**config.mk**
```make
export PLATFORM = sky130hd
export DESIGN_NAME = pdm_mic_decimator_flat
export DESIGN_NICKNAME = d
export VERILOG_FILES = /design/src/rtl/pdm_mic_decimator_if.sv /design/src/rtl/pdm_mic_decimator.sv /design/src/flat_wrapper.sv
export SDC_FILE = /design/constraint.sdc
export NUM_CORES = 1
export LEC_CHECK = 0
export BUFFER_PORTS_ARGS = -buffer_cell sky130_fd_sc_hd__buf_4
export CELL_PAD_IN_SITES_DETAIL_PLACEMENT = 1
export CELL_PAD_IN_SITES_GLOBAL_PLACEMENT = 1
export CORE_ASPECT_RATIO = 1.75
export CORE_UTILIZATION = 51
export CTS_CLUSTER_DIAMETER = 60
export DETAILED_ROUTE_END_ITERATION = 8
export PLACE_DENSITY_LB_ADDON = 0.05
export SYNTH_ARGS = -nofsm -noshare
export SYNTH_HDL_FRONTEND = slang
export SYNTH_SLANG_ARGS = --single-unit
```
**constraint.sdc**
```tcl
create_clock -name mclk -period 7.4 [get_ports mclk]
set_input_delay 0.37 -clock mclk [delete_from_list [all_inputs] [get_ports mclk]]
set_output_delay 0.37 -clock mclk [all_outputs]
set_load 0.02 [all_outputs]
```
**src/rtl/pdm_mic_decimator_if.sv**
```systemverilog
// PCM sample handshake between the PDM decimator (master) and its consumer (slave).
interface pdm_mic_decimator_if #(
   parameter int OW = 10
) ();
   logic [OW-1:0] pcm_data;
   logic          pcm_valid;
   logic          pcm_ready;

   modport master (output pcm_data, output pcm_valid, input pcm_ready);
   modport slave  (input pcm_data, input pcm_valid, output pcm_ready);
endinterface

```
**src/rtl/pdm_mic_decimator.sv**
```systemverilog
// Second-order CIC decimator turning a 1-bit PDM microphone stream into unsigned PCM.
// Optional macro PDM_DROP_CNT_EN adds the drop_cnt port counting overwritten samples.
module pdm_mic_decimator #(
   parameter int LOG2_DEC = 5
) (
   input  logic mclk,
   input  logic reset,
   input  logic pdm_in,
   input  logic enable,
   pdm_mic_decimator_if.master pcm,
`ifdef PDM_DROP_CNT_EN
   output logic [7:0] drop_cnt,
`endif
   output logic pcm_overflow
);
   localparam int OW = 2 * LOG2_DEC;
   localparam int R  = 1 << LOG2_DEC;
   localparam int IW = OW + 1;
   localparam logic [IW-1:0] FULL_SCALE = IW'(R * R);
   localparam logic [OW-1:0] MID_SCALE  = OW'(1 << (OW - 1));

   typedef enum logic [1:0] {WARM0, WARM1, RUN} state_t;

   state_t              state;
   logic [LOG2_DEC-1:0] phase;
   logic [IW-1:0]       i1, i2, i2_prev, c1_prev;
   logic [IW-1:0]       c1, c2;
   logic [OW-1:0]       sample;
   logic                strobe, load;

   // Full-scale R^2 is the only comb result needing OW+1 bits, so it clips to the top code.
   always_comb begin
      c1     = i2 - i2_prev;
      c2     = c1 - c1_prev;
      sample = (c2 == FULL_SCALE) ? {OW{1'b1}} : c2[OW-1:0];
      strobe = &phase;
      load   = strobe && (state == RUN);
   end

   always_ff @(posedge mclk) begin
      if (reset) begin
         state            <= WARM0;
         phase            <= '0;
         i1               <= '0;
         i2               <= '0;
         i2_prev          <= '0;
         c1_prev          <= '0;
         pcm.pcm_data     <= MID_SCALE;
         pcm.pcm_valid    <= 1'b0;
         pcm_overflow     <= 1'b0;
      end else if (!enable) begin
         state            <= WARM0;
         phase            <= '0;
         i1               <= '0;
         i2               <= '0;
         i2_prev          <= '0;
         c1_prev          <= '0;
         pcm.pcm_valid    <= 1'b0;
         pcm_overflow     <= 1'b0;
      end else begin
         phase <= phase + LOG2_DEC'(1);
         i1    <= i1 + IW'(pdm_in);
         i2    <= i2 + i1;
         // The first two frames only prime the comb history.
         if (strobe) begin
            i2_prev <= i2;
            c1_prev <= c1;
            case (state)
               WARM0:   state <= WARM1;
               WARM1:   state <= RUN;
               RUN:     state <= RUN;
               default: state <= WARM0;
            endcase
         end
         if (load) begin
            pcm.pcm_data  <= sample;
            pcm.pcm_valid <= 1'b1;
            if (pcm.pcm_valid && !pcm.pcm_ready)
               pcm_overflow <= 1'b1;
         end else if (pcm.pcm_valid && pcm.pcm_ready) begin
            pcm.pcm_valid <= 1'b0;
         end
      end
   end

`ifdef PDM_DROP_CNT_EN
   always_ff @(posedge mclk) begin
      if (reset || !enable)
         drop_cnt <= 8'd0;
      else if (load && pcm.pcm_valid && !pcm.pcm_ready && (drop_cnt != 8'hFF))
         drop_cnt <= drop_cnt + 8'd1;
   end
`endif
endmodule
```
**src/flat_wrapper.sv**
```systemverilog
// flat-port wrapper written by rule: the top's interface ports become plain ports
module pdm_mic_decimator_flat 
#(
   parameter int LOG2_DEC = 5
)
  (mclk, reset, pdm_in, enable, pcm_overflow, pcm_pcm_data, pcm_pcm_valid, pcm_pcm_ready);
  pdm_mic_decimator_if pcm_i ();
  input  logic mclk;
  input  logic reset;
  input  logic pdm_in;
  input  logic enable;
  output logic pcm_overflow;
  output wire logic [$bits(pcm_i.pcm_data)-1:0] pcm_pcm_data;
  output wire logic [$bits(pcm_i.pcm_valid)-1:0] pcm_pcm_valid;
  input wire logic [$bits(pcm_i.pcm_ready)-1:0] pcm_pcm_ready;
  assign pcm_pcm_data = pcm_i.pcm_data;
  assign pcm_pcm_valid = pcm_i.pcm_valid;
  assign pcm_i.pcm_ready = pcm_pcm_ready;
  pdm_mic_decimator #(.LOG2_DEC(LOG2_DEC)) u_core (.mclk(mclk), .reset(reset), .pdm_in(pdm_in), .enable(enable), .pcm(pcm_i), .pcm_overflow(pcm_overflow));
endmodule
```
==> results.rst, run 1 <==
.. list-table::
   :header-rows: 1

   * - Metric
     - Value
   * - Run status
     - finished clean
   * - Met3 usage
     - 4.365%
   * - Reg2Reg Setup Slack
     - 3.29 ns
   * - Final min period
     - 4.107 ns
   * - Source-to-sink clock delay at the later pin of the worst-skew pair
     - about 0.33 ns
   * - Count of endpoints failing setup in the final report
     - 0
   * - Warnings from Yosys
     - 0
   * - Number of buffer and inverter instances along the worst setup path
     - 1
   * - Top-area cell type share of the netlist area
     - 33.92%
   * - Final setup skew
     - 0.005182 ns
   * - Port Buffer Count
     - 16
   * - Combinational Power Share
     - roughly 2.6%
   * - Synthesized net count
     - 470
   * - Flops & latches, synth
     - between 60 and 70
   * - Share of the yosys chip area belonging to registers
     - 33.92%
   * - CTS clock-pin slew for the worst setup and hold paths
     - approximately 0.050 ns
   * - Number of enable-type register cells in the synthesized netlist
     - 0
   * - Final Wtd Congestion
     - between 0.7 and 0.8
   * - CTS tree
     - done
   * - Worst path required time
     - 7.65 ns
   * - Area of all sequential standard cells
     - 1261 um2
   * - Bufs on Longest Clock Path
     - 2
   * - Number of rows in the core area
     - 40
   * - Met2 track demand over resource in global routing
     - 50.91%
   * - Top cell types by occurrence after synthesis
     - 63 x dfxtp_1, 48 x nor2_1, 36 x ha_1
   * - Clock sinks
     - 63
   * - Relative slew margins
     - 32.05%
   * - Number of standard cells after synthesis
     - 426
   * - Library cell with the largest summed area after synthesis
     - dfxtp_1
   * - Grt ovf
     - 0
   * - Share of total power in sequential cells
     - about two fifths
   * - Overall fraction of global-route tracks in use
     - roughly 25%
   * - CP cell instances
     - inv_1, ha_1, fa_1, nor2b_1, o211ai_1, and3_1, nor2_1, xor2_1, ha_1, a21oi_1, o2bb2ai_1, nor4b_1, o211ai_1, a2111oi_4, nand4_4, o211ai_1
   * - Proportion of layout cells with a drive suffix above 1
     - 9.843%
   * - Pin count of the biggest net entering global routing
     - 49
   * - Final Max Slew Viols
     - 0
   * - Crit path launch type
     - register
   * - Fraction of power spent switching nets
     - 19.36%
   * - Max Freq
     - between 0.2 and 0.25 GHz
   * - Most common cell in the synthesized netlist
     - dfxtp_1
   * - PD cells
     - 198.4 nW/um2
   * - Library cell used as clock root buffer
     - clkbuf_16
   * - Slew @ Worst Pin
     - 1.019 ns
   * - Max-capacitance violation count
     - 0
   * - WP depth
     - 16
   * - Static leakage
     - roughly 1.7 nW
   * - Area of combinational cells with multiple inputs
     - 2291 um2
   * - Total iterations of the first detailed-routing run
     - 4
   * - Die span in x
     - 66.55 um
   * - Half-perimeter wire length after detailed placement
     - about 6400 um
   * - Initial core utilization
     - 53.45%
   * - Stage delay of the slowest cell on the critical path
     - between 0.4 and 0.5 ns
   * - CTS Hold Bufs
     - 0
   * - Kind of cell with the highest combined delay on the critical path
     - compound AO/OA/AOI/OAI gates
   * - Unrepaired setup endpoints after global routing
     - false
   * - Leading register cell type out of synthesis
     - dfxtp_1
   * - Resized Gates After CTS
     - 0
   * - Die Y
     - 115.0 um
   * - Kind of capture point of the worst setup path
     - register
   * - Largest fanout on the critical path
     - 9
   * - DRC Markers
     - 0
   * - Setup total negative slack
     - 0 ns
   * - Number of H-tree branching levels
     - 3
   * - Hold Crit Class
     - primary input to register
   * - Depth of the worst register-to-register path
     - 16
   * - Via total after detailed routing
     - 3,097
   * - Power Internal
     - 680.6 uW
   * - Data arrival time at the worst-slack endpoint
     - 4.36 ns
   * - Cell with the most instances on the worst path
     - o211ai_1
   * - IO Count
     - 17
   * - Via/cell ratio
     - just under 6
   * - Synthesized cell area
     - between 3000 and 4000 um2
   * - Final WL
     - 8761 um
   * - Fill cells
     - 824
   * - Final Hold Fails
     - 0
   * - Number of global-route vias before repair
     - 3,321
   * - Number of distinct library cells after synthesis
     - 53
   * - Worst setup startpoint
     - u_core.i2[0]$_SDFF_PP0_
   * - Number of buffers added by the clock tree synthesis step
     - 9
   * - Post-route ant nets
     - 0
   * - Synthesized area per cell
     - 8.729 um2
   * - Worst Path Class, Setup
     - register to register
   * - Part of the power in the clock network
     - a little under three fifths
   * - Core region area
     - 6957 um2
   * - Die area
     - 7651 um2
   * - Met1 track utilization from global routing
     - 23.24%
   * - Post-CTS setup buffer count
     - 0
   * - Slowest CP cell
     - a2111oi_4
   * - Final nets
     - around 500
   * - Reg2reg end
     - u_core.pcm.pcm_data[5]$_SDFFE_PP0P_
   * - Antenna violations before repair
     - 0
   * - Drt first-iter violations
     - 54
   * - Power Total
     - 844.0 uW
   * - Average routed wire per standard cell
     - 16.50 um
   * - Synthesis-to-layout area growth
     - 14.37%
   * - Critical Path End
     - u_core.pcm.pcm_data[5]$_SDFFE_PP0P_
   * - Async set-or-reset flop fraction in the synthesized netlist
     - 0%
   * - Net switching power of the design
     - 163.4 uW
   * - Final worst-path cycle share
     - 55.50%
   * - Max VDD drop
     - roughly 0.00013 V
   * - Wire length of the first global-routing pass
     - around 15,000 um
   * - Antenna Diode Count
     - 0
   * - Startpoint of the worst-slack reg-to-reg timing path
     - u_core.i2[0]$_SDFF_PP0_
   * - Cell types with the largest area share after synthesis
     - dfxtp_1 34%, ha_1 12%, mux2i_1 5.7%
   * - Most Used Layer, Global Route
     - met2
registers in the layout, indices dropped and copies added (netlist names):
register              count
u_core.i1                11
u_core.state              2
u_core.phase              5
u_core.pcm.pcm_valid      1
u_core.i2_prev           11
u_core.pcm_overflow       1
u_core.pcm.pcm_data      10
u_core.i2                11
u_core.c1_prev           11
area by class of cell:
cell class	instances	share of cell area (%)
timing repair buffer	17	3.001
multi-input combinational	318	53.87
tap	84	2.471
sequential	63	29.66
clock buffer	14	6.678
clock inverter	2	1.412
inverter	33	2.913
layout by cell type (no fill, tap or decap), types with 13 or more instances in the layout:
cell type | synthesis | final
dfxtp_1 | 63 | 63
nor2_1 | 48 | 48
ha_1 | 36 | 36
inv_1 | 33 | 33
o21ai_0 | 22 | 22
a21oi_1 | 21 | 21
mux2i_1 | 21 | 21
nand2_1 | 20 | 20
buf_4 | 0 | 17
nand3_1 | 16 | 16
xor2_1 | 14 | 14
xnor2_1 | 13 | 13
routing by layer:
layer  wire (um)  vias to the layer above  share of wire, %
li1            -                     1521                 -
met1        3257                     1514                37
met2        5018                       40                57
met3         216                       22               2.5
met4         269                        0               3.1
met5           0                        -                 0
worst min path at each step:
stage                                           from                                  end  slack (ns)  cells past startpoint
after global routing                           reset  u_core.pcm.pcm_data[0]$_SDFFE_PP0P_        0.33                      2
after global placement    u_core.phase[0]$_SDFF_PP0_           u_core.phase[0]$_SDFF_PP0_        0.43                      1
after detailed placement  u_core.phase[0]$_SDFF_PP0_           u_core.phase[0]$_SDFF_PP0_        0.45                      1
after CTS                                      reset  u_core.pcm.pcm_data[0]$_SDFFE_PP0P_        0.31                      2
final                                          reset  u_core.pcm.pcm_data[0]$_SDFFE_PP0P_        0.32                      2
after floorplan           u_core.phase[0]$_SDFF_PP0_           u_core.phase[0]$_SDFF_PP0_        0.42                      1
power groups by stage:
stage	sequential, mW	combinational [mW]	clock (mW)
floorplan	0.348	0.0162	0
finish	0.341	0.0222	0.480
global route	0.341	0.0244	0.501
global placement	0.349	0.0217	0
detailed placement	0.349	0.0223	0
CTS	0.341	0.0226	0.489
cells by family (layout without fill, tap and decap cells):
logic type	after synthesis	in the layout	share of synthesized area (%)
AOI/OAI and AO/OA	89	89	16.25
xor gates and xnor gates	27	27	6.359
adders and majority gates	39	39	13.73
buffers and inverters	45	66	4.542
DFF	63	63	33.92
muxes	21	21	5.653
and+or+nand+nor	142	142	19.55
stage by stage:
stage | instance area (um2) | hold WS (ns) | setup WS [ns] | utilization, % | instances
2_1_floorplan | 3719 | 0.4176 | 3.932 | - | 426
3_3_place_gp | 3909 | 0.4332 | 3.544 | 56.19 | 515
3_5_place_dp | 3909 | 0.4497 | 3.348 | 56.19 | 515
4_1_cts | 4253 | 0.3140 | 3.311 | 61.13 | 531
5_1_grt | 4253 | 0.3282 | 2.939 | 61.13 | 531
6_report | 4253 | 0.3196 | 3.293 | 61.13 | 531
(Power assumes the default switching activity.)
==> inputs of run 2 (changes only) <==
ABC_AREA = 1   (was default)
CORE_UTILIZATION = 40   (was 51)
clock period = 3.4 ns   (was 7.4 ns; I/O delays follow)
==> results.rst, run 2 <==
.. list-table::
   :header-rows: 1

   * - Metric
     - Value
   * - Pin count of the biggest net entering global routing
     - 36
   * - Static leakage
     - 2.079 nW
   * - Final min period
     - roughly 3.1 ns
   * - Setup total negative slack
     - 0 ns
   * - Synthesized net count
     - 585
   * - Number of buffer and inverter instances along the worst setup path
     - 4
   * - Depth of the worst register-to-register path
     - 24
   * - Number of enable-type register cells in the synthesized netlist
     - 0
   * - Worst Hold Margin
     - 0.03931 ns
   * - Die Y
     - 130.1 um
   * - Total iterations of the first detailed-routing run
     - 4
   * - Overall fraction of global-route tracks in use
     - 22.81%
   * - Die area
     - around 10000 um2
   * - Warnings from Yosys
     - 0
   * - Post-route ant nets
     - 0
   * - Antenna Diode Count
     - 0
   * - Core region area
     - a little over 9000 um2
   * - Final Max Slew Viols
     - 0
   * - Commonest non-fill, non-tap cell in the layout
     - nand2_1
   * - Number of global-route vias before repair
     - around 3,800
   * - Kind of capture point of the worst setup path
     - register
   * - Library cell used as clock root buffer
     - clkbuf_16
   * - Most common cell in the synthesized netlist
     - nand2_1
   * - Half-perimeter wire length after detailed placement
     - roughly 7600 um
   * - Number of rows in the core area
     - 46
   * - Drt first-iter violations
     - 88
   * - Bufs on Longest Clock Path
     - 2
   * - Proportion of layout cells with a drive suffix above 1
     - 8.481%
   * - Reg2reg end
     - u_core.pcm.pcm_data[9]$_SDFFE_PP1P_
   * - Worst Min Path Start
     - reset
   * - Slew @ Worst Pin
     - 0.9972 ns
   * - Number of distinct library cells after synthesis
     - 26
   * - Largest fanout on the critical path
     - 10
   * - Cell types with the largest area share after synthesis
     - dfxtp_1 34%, ha_1 12%, a21oi_1 10%
   * - Max-capacitance violation count
     - 0
   * - Final setup skew
     - about 0.0063 ns
   * - Number of H-tree branching levels
     - 3
   * - Top-area cell type share of the netlist area
     - approximately 34%
   * - Post-CTS setup buffer count
     - 0
   * - Via/cell ratio
     - around 5.1
   * - Power Total
     - 1.751 mW
   * - Relative slew margins
     - 33.45%
   * - Stage delay of the slowest cell on the critical path
     - 0.34 ns
   * - DRC Markers
     - 0
   * - Final Hold Fails
     - 0
   * - Setup WS pre-CTS
     - between 0.04 and 0.05 ns
   * - Synthesized area per cell
     - 6.934 um2
   * - Async set-or-reset flop fraction in the synthesized netlist
     - 0%
   * - Worst-case setup margin in the final layout
     - 0.2876 ns
   * - Hold Crit Class
     - primary input to register
   * - IO Count
     - 17
   * - Cell with the most instances on the worst path
     - nand2_1
   * - Max VDD drop
     - 0.0002452 V
   * - Count of endpoints failing setup in the final report
     - 0
   * - Library cell with the largest summed area after synthesis
     - dfxtp_1
   * - Wire length of the first global-routing pass
     - ~17,000 um
   * - Antenna violations before repair
     - 0
   * - Kind of cell with the highest combined delay on the critical path
     - simple AND/OR/NAND/NOR gates
   * - Crit path launch type
     - register
   * - Final nets
     - between 600 and 700
   * - Run status
     - finished clean
   * - Grt ovf
     - 0
   * - Slowest CP cell
     - ha_1
   * - CTS tree
     - done
   * - Worst path required time
     - between 3 and 4 ns
   * - Initial core utilization
     - 41.25%
   * - Final worst-path cycle share
     - 91.54%
   * - Worst Path Class, Setup
     - register to register
   * - Number of buffers added by the clock tree synthesis step
     - 9
   * - Depth of the worst hold-timing path
     - 3
   * - Number of standard cells after synthesis
     - about 540
   * - CP cell instances
     - inv_1, ha_1, a21oi_1, o21ai_2, a21oi_1, o21ai_0, nand2_1, nand2_1, nand2_1, nand2_1, inv_1, ha_2, nand2_1, inv_1, a21oi_2, nand2_1, a21oi_2, inv_1, nand3_1, nand2_2, nand2_4, nand2_2, nand2_1, nand2_1
   * - Final Wtd Congestion
     - 0.8530
   * - Die span in x
     - around 75 um
   * - Port Buffer Count
     - 16
   * - Fill cells
     - 1,261
   * - Max Freq
     - around 0.32 GHz
   * - Worst Hold Path EP
     - u_core.pcm.pcm_data[9]$_SDFFE_PP1P_
   * - CTS clock-pin slew for the worst setup and hold paths
     - 0.06 ns
   * - Final WL
     - 9891 um
   * - Source-to-sink clock delay at the later pin of the worst-skew pair
     - approximately 0.33 ns
   * - Clock sinks
     - 63
   * - Flops & latches, synth
     - 63
   * - Commonest non-fill, non-tap cells in the layout
     - 100 x nand2_1, 94 x inv_1, 72 x a21oi_1
   * - Synthesized cell area
     - 3751 um2
   * - Data arrival time at the worst-slack endpoint
     - 3.34 ns
   * - PD cells
     - 401.8 nW/um2
   * - Top cell types by occurrence after synthesis
     - 100 x nand2_1, 94 x inv_1, 75 x a21oi_1
   * - Unrepaired setup endpoints after global routing
     - false
   * - Share of the yosys chip area belonging to registers
     - ~34%
   * - Startpoint of the worst-slack reg-to-reg timing path
     - u_core.i2_prev[4]$_SDFFE_PP0P_
   * - Synthesis-to-layout area growth
     - 16.21%
   * - Worst setup startpoint
     - u_core.i2_prev[4]$_SDFFE_PP0P_
   * - Reg2Reg Setup Slack
     - 0.29 ns
   * - Via total after detailed routing
     - approximately 3,500
   * - Average routed wire per standard cell
     - roughly 14 um
   * - Leading register cell type out of synthesis
     - dfxtp_1
-- run 2: area by class of cell --
cell class,count,area [um2],area share (%)
tap,120,150.1,3.444
inverter,95,356.6,8.180
multi-input combinational,373,2137,49.02
clock buffer,12,256.5,5.884
clock inverter,4,53.80,1.234
sequential,63,1262,28.96
timing repair buffer,19,142.6,3.272
-- run 2: report_power, final --
group	internal, mW	total [mW]	switching, mW	leakage (nW)
Clock	0.609	0.952	0.343	0.145
Sequential	0.741	0.743	0.00198	0.508
Combinational	0.0190	0.0564	0.0374	1.43
-- run 2: stage by stage --
stage,area [um2],cells,util (%)
floorplan,3751,541,-
global placement,4005,670,44.04
detailed placement,4005,670,44.04
CTS,4315,686,47.45
global route,4359,686,47.94
finish,4359,686,47.94
-- run 2: cells by family after synthesis --
group	count (synthesis)	share of synthesized area (%)
flops	63	33.62
fa+ha+maj	39	13.61
compound gates	134	18.28
buf+inv	105	10.54
xor+xnor	11	2.568
simple gates	189	21.38
-- run 2: layer usage --
layer	global-route usage, %	wire length (um)
met5	0	0
met4	11.76	400
met1	20.27	3432
met3	3.475	171
met2	46.42	5888
-- run 2: repair_timing --
| action | in CTS | in global routing |
|---|---|---|
| setup endpoints to repair | 0 | 10 |
| gates resized for setup | 0 | 9 |
| hold buffers | 0 | 0 |
-- run 2: worst min-delay path, cell delays in order --
cell     delay [ns]
buf_4          0.09
a21oi_1        0.03
nand2_1        0.05
-- run 2: worst max path at each step --
stage | endpoint | slack [ns] | depth (start not counted)
after floorplan | u_core.pcm.pcm_data[9]$_SDFFE_PP1P_ | 0.57 | 24
after global placement | u_core.pcm.pcm_data[9]$_SDFFE_PP1P_ | 0.17 | 24
after detailed placement | u_core.pcm.pcm_data[9]$_SDFFE_PP1P_ | 0.05 | 23
after CTS | u_core.pcm.pcm_data[9]$_SDFFE_PP1P_ | 0.009 | 23
after global routing | u_core.pcm.pcm_data[4]$_SDFFE_PP0P_ | 0.009 | 20
final | u_core.pcm.pcm_data[9]$_SDFFE_PP1P_ | 0.29 | 24
==> inputs of run 3 (changes only) <==
CORE_UTILIZATION = 35   (was 40)
==> results.rst, run 3 (synthesis gave the netlist of run 2 again) <==
.. list-table::
   :header-rows: 1

   * - Metric
     - Value
   * - Bufs on Longest Clock Path
     - 2
   * - Kind of cell with the highest combined delay on the critical path
     - adder cells
   * - Count of endpoints failing setup in the final report
     - 0
   * - Commonest non-fill, non-tap cells in the layout
     - 100 x nand2_1, 94 x inv_1, 71 x a21oi_1
   * - Commonest non-fill, non-tap cell in the layout
     - nand2_1
   * - Max VDD drop
     - 0.0002220 V
   * - Relative slew margins
     - 35.44%
   * - Final Wtd Congestion
     - just over 0.8
   * - Slowest CP cell
     - fa_1
   * - Cell count after placement
     - approximately 680
   * - Unrepaired setup endpoints after global routing
     - false
   * - Final nets
     - 606
   * - Antenna Diode Count
     - 0
   * - PD cells
     - about 430 nW/um2
   * - Synthesis-to-layout area growth
     - 18.11%
   * - Die span in x
     - 80.26 um
   * - CTS Hold Bufs
     - 0
   * - Data arrival time at the worst-slack endpoint
     - 3.31 ns
   * - Half-perimeter wire length after detailed placement
     - 7469 um
   * - Initial core utilization
     - a little over a third
   * - Wire length of the first global-routing pass
     - 15,750 um
   * - DRC Markers
     - 0
   * - Final worst-path cycle share
     - 90.42%
   * - Setup total negative slack
     - 0 ns
   * - Fill cells
     - 1,350
   * - Area of all sequential standard cells
     - about 1300 um2
   * - Static leakage
     - 2.117 nW
   * - Clock sinks
     - 63
   * - Pin count of the biggest net entering global routing
     - 36
   * - Port Buffer Count
     - 16
   * - Largest fanout on the critical path
     - 10
   * - Crit path launch type
     - register
   * - CTS clock-pin slew for the worst setup and hold paths
     - 0.06 ns
   * - Grt ovf
     - 0
   * - Fraction of power spent switching nets
     - a little over 20%
   * - Proportion of layout cells with a drive suffix above 1
     - a little under a tenth
   * - Final WL
     - 9574 um
   * - Number of H-tree branching levels
     - 3
   * - Antenna violations before repair
     - 0
   * - Net switching power of the design
     - 384.8 uW
   * - Post-CTS setup buffer count
     - 0
   * - Kind of capture point of the worst setup path
     - register
   * - Max Freq
     - 0.3253 GHz
   * - Worst Path Class, Setup
     - register to register
   * - Max-capacitance violation count
     - 0
   * - Source-to-sink clock delay at the later pin of the worst-skew pair
     - 0.34 ns
   * - Power Total
     - 1.901 mW
   * - Combinational Power Share
     - 3.0%
   * - CTS tree
     - done
   * - Average routed wire per standard cell
     - 13.80 um
   * - Number of global-route vias before repair
     - 3,501
   * - Via/cell ratio
     - roughly 5
   * - Library cell used as clock root buffer
     - clkbuf_16
   * - CP cell instances
     - inv_1, ha_1, fa_1, inv_1, a21oi_1, xor2_1, ha_1, nand2_1, inv_1, a21oi_1, nand2_1, a21oi_2, inv_1, nand3_1, nand2_2, nand2_4, nand2_2, nand2_1, nand2_1
   * - Power Internal
     - roughly 1.5 mW
   * - Worst path required time
     - 3.63 ns
   * - Number of buffers added by the clock tree synthesis step
     - 9
   * - Share of total power in sequential cells
     - 39.1%
   * - Final min period
     - 3.074 ns
   * - Number of rows in the core area
     - 49
   * - Via total after detailed routing
     - 3,481
   * - Post-route ant nets
     - 0
   * - Die area
     - 11,150 um2
   * - Total iterations of the first detailed-routing run
     - 6
   * - Final Hold Fails
     - 0
   * - Run status
     - finished clean
   * - Final setup skew
     - ~0.0084 ns
   * - Part of the power in the clock network
     - between 50 and 60%
   * - Slew @ Worst Pin
     - roughly 0.97 ns
   * - Stage delay of the slowest cell on the critical path
     - 0.39 ns
   * - Resized Gates After CTS
     - 0
   * - Number of buffer and inverter instances along the worst setup path
     - 4
   * - Die Y
     - between 100 and 150 um
   * - Overall fraction of global-route tracks in use
     - between 10% and 20%
   * - Drt first-iter violations
     - 78
   * - Area of combinational cells with multiple inputs
     - 2146 um2
   * - Core region area
     - approximately 10,000 um2
   * - Final Max Slew Viols
     - 0
   * - Hold Crit Class
     - primary input to register
   * - IO Count
     - 17
   * - Final standard cell count with taps included and fillers excluded
     - between 600 and 700
-- run 3: cell types whose count changed in the layout (fill, tap and decap cells not counted), moves of 2 or more --
cell / before / now
bufinv_16: 1 / 3
clkinvlp_4: 2 / 0
nor2_1: 43 / 41
nor2_2: 0 / 2
-- run 3: metal layers --
layer / wire (um) / part of all wire (%) / track usage (%)
met1: 3561 / 37 / 16.97
met2: 5485 / 57 / 37.02
met3: 147 / 1.5 / 3.158
met4: 379 / 4.0 / 10.53
met5: 0 / 0 / 0
-- run 3: metrics by stage --
step	area (um2)	hold WS, ns	util, %	setup WS (ns)
floorplan	3751	0.2655	-	0.5650
CTS	4378	0.02365	42.25	0.06537
global route	4431	0.02828	42.76	0.04335
finish	4431	0.02819	42.76	0.3256
detailed placement	4021	0.3767	38.81	0.07942
global placement	4021	0.3777	38.81	0.1576
-- run 3: final cells by class --
type / instances / share of cell area, %
Tap cell: 127 / 3.587
Clock buffer: 11 / 5.705
Multi-Input combinational cell: 373 / 48.43
Clock inverter: 5 / 2.344
Inverter: 95 / 8.049
Sequential cell: 63 / 28.49
Timing Repair Buffer: 20 / 3.389
-- run 3: worst paths after layout --
path,from,endpoint,slack [ns],depth (start not counted)
max,u_core.i2[0]$_SDFF_PP0_,u_core.pcm.pcm_data[9]$_SDFFE_PP1P_,0.33,19
min,reset,u_core.pcm.pcm_data[9]$_SDFFE_PP1P_,0.03,3
max reg2reg,u_core.i2[0]$_SDFF_PP0_,u_core.pcm.pcm_data[9]$_SDFFE_PP1P_,0.33,19
min reg2reg,u_core.phase[0]$_SDFF_PP0_,u_core.phase[0]$_SDFF_PP0_,0.45,1
-- run 3: power groups by stage --
| stage | clock network [mW] | registers, mW | logic, mW |
|---|---|---|---|
| 3_5_place_dp | 0 | 0.759 | 0.0571 |
| 4_1_cts | 1.13 | 0.743 | 0.0574 |
| 5_1_grt | 1.16 | 0.743 | 0.0652 |
| 2_1_floorplan | 0 | 0.758 | 0.0377 |
| 3_3_place_gp | 0 | 0.759 | 0.0549 |
| 6_report | 1.10 | 0.743 | 0.0568 |
-- run 3: worst register-to-register path, cell delays in order (launching register included) --
cell and delay, ns:
dfxtp_1 0.34, inv_1 0.06, ha_1 0.21, fa_1 0.39
inv_1 0.13, a21oi_1 0.13, xor2_1 0.18, ha_1 0.37
nand2_1 0.11, inv_1 0.04, a21oi_1 0.19, nand2_1 0.12
a21oi_2 0.19, inv_1 0.06, nand3_1 0.09, nand2_2 0.07
nand2_4 0.13, nand2_2 0.06, nand2_1 0.05, nand2_1 0.04
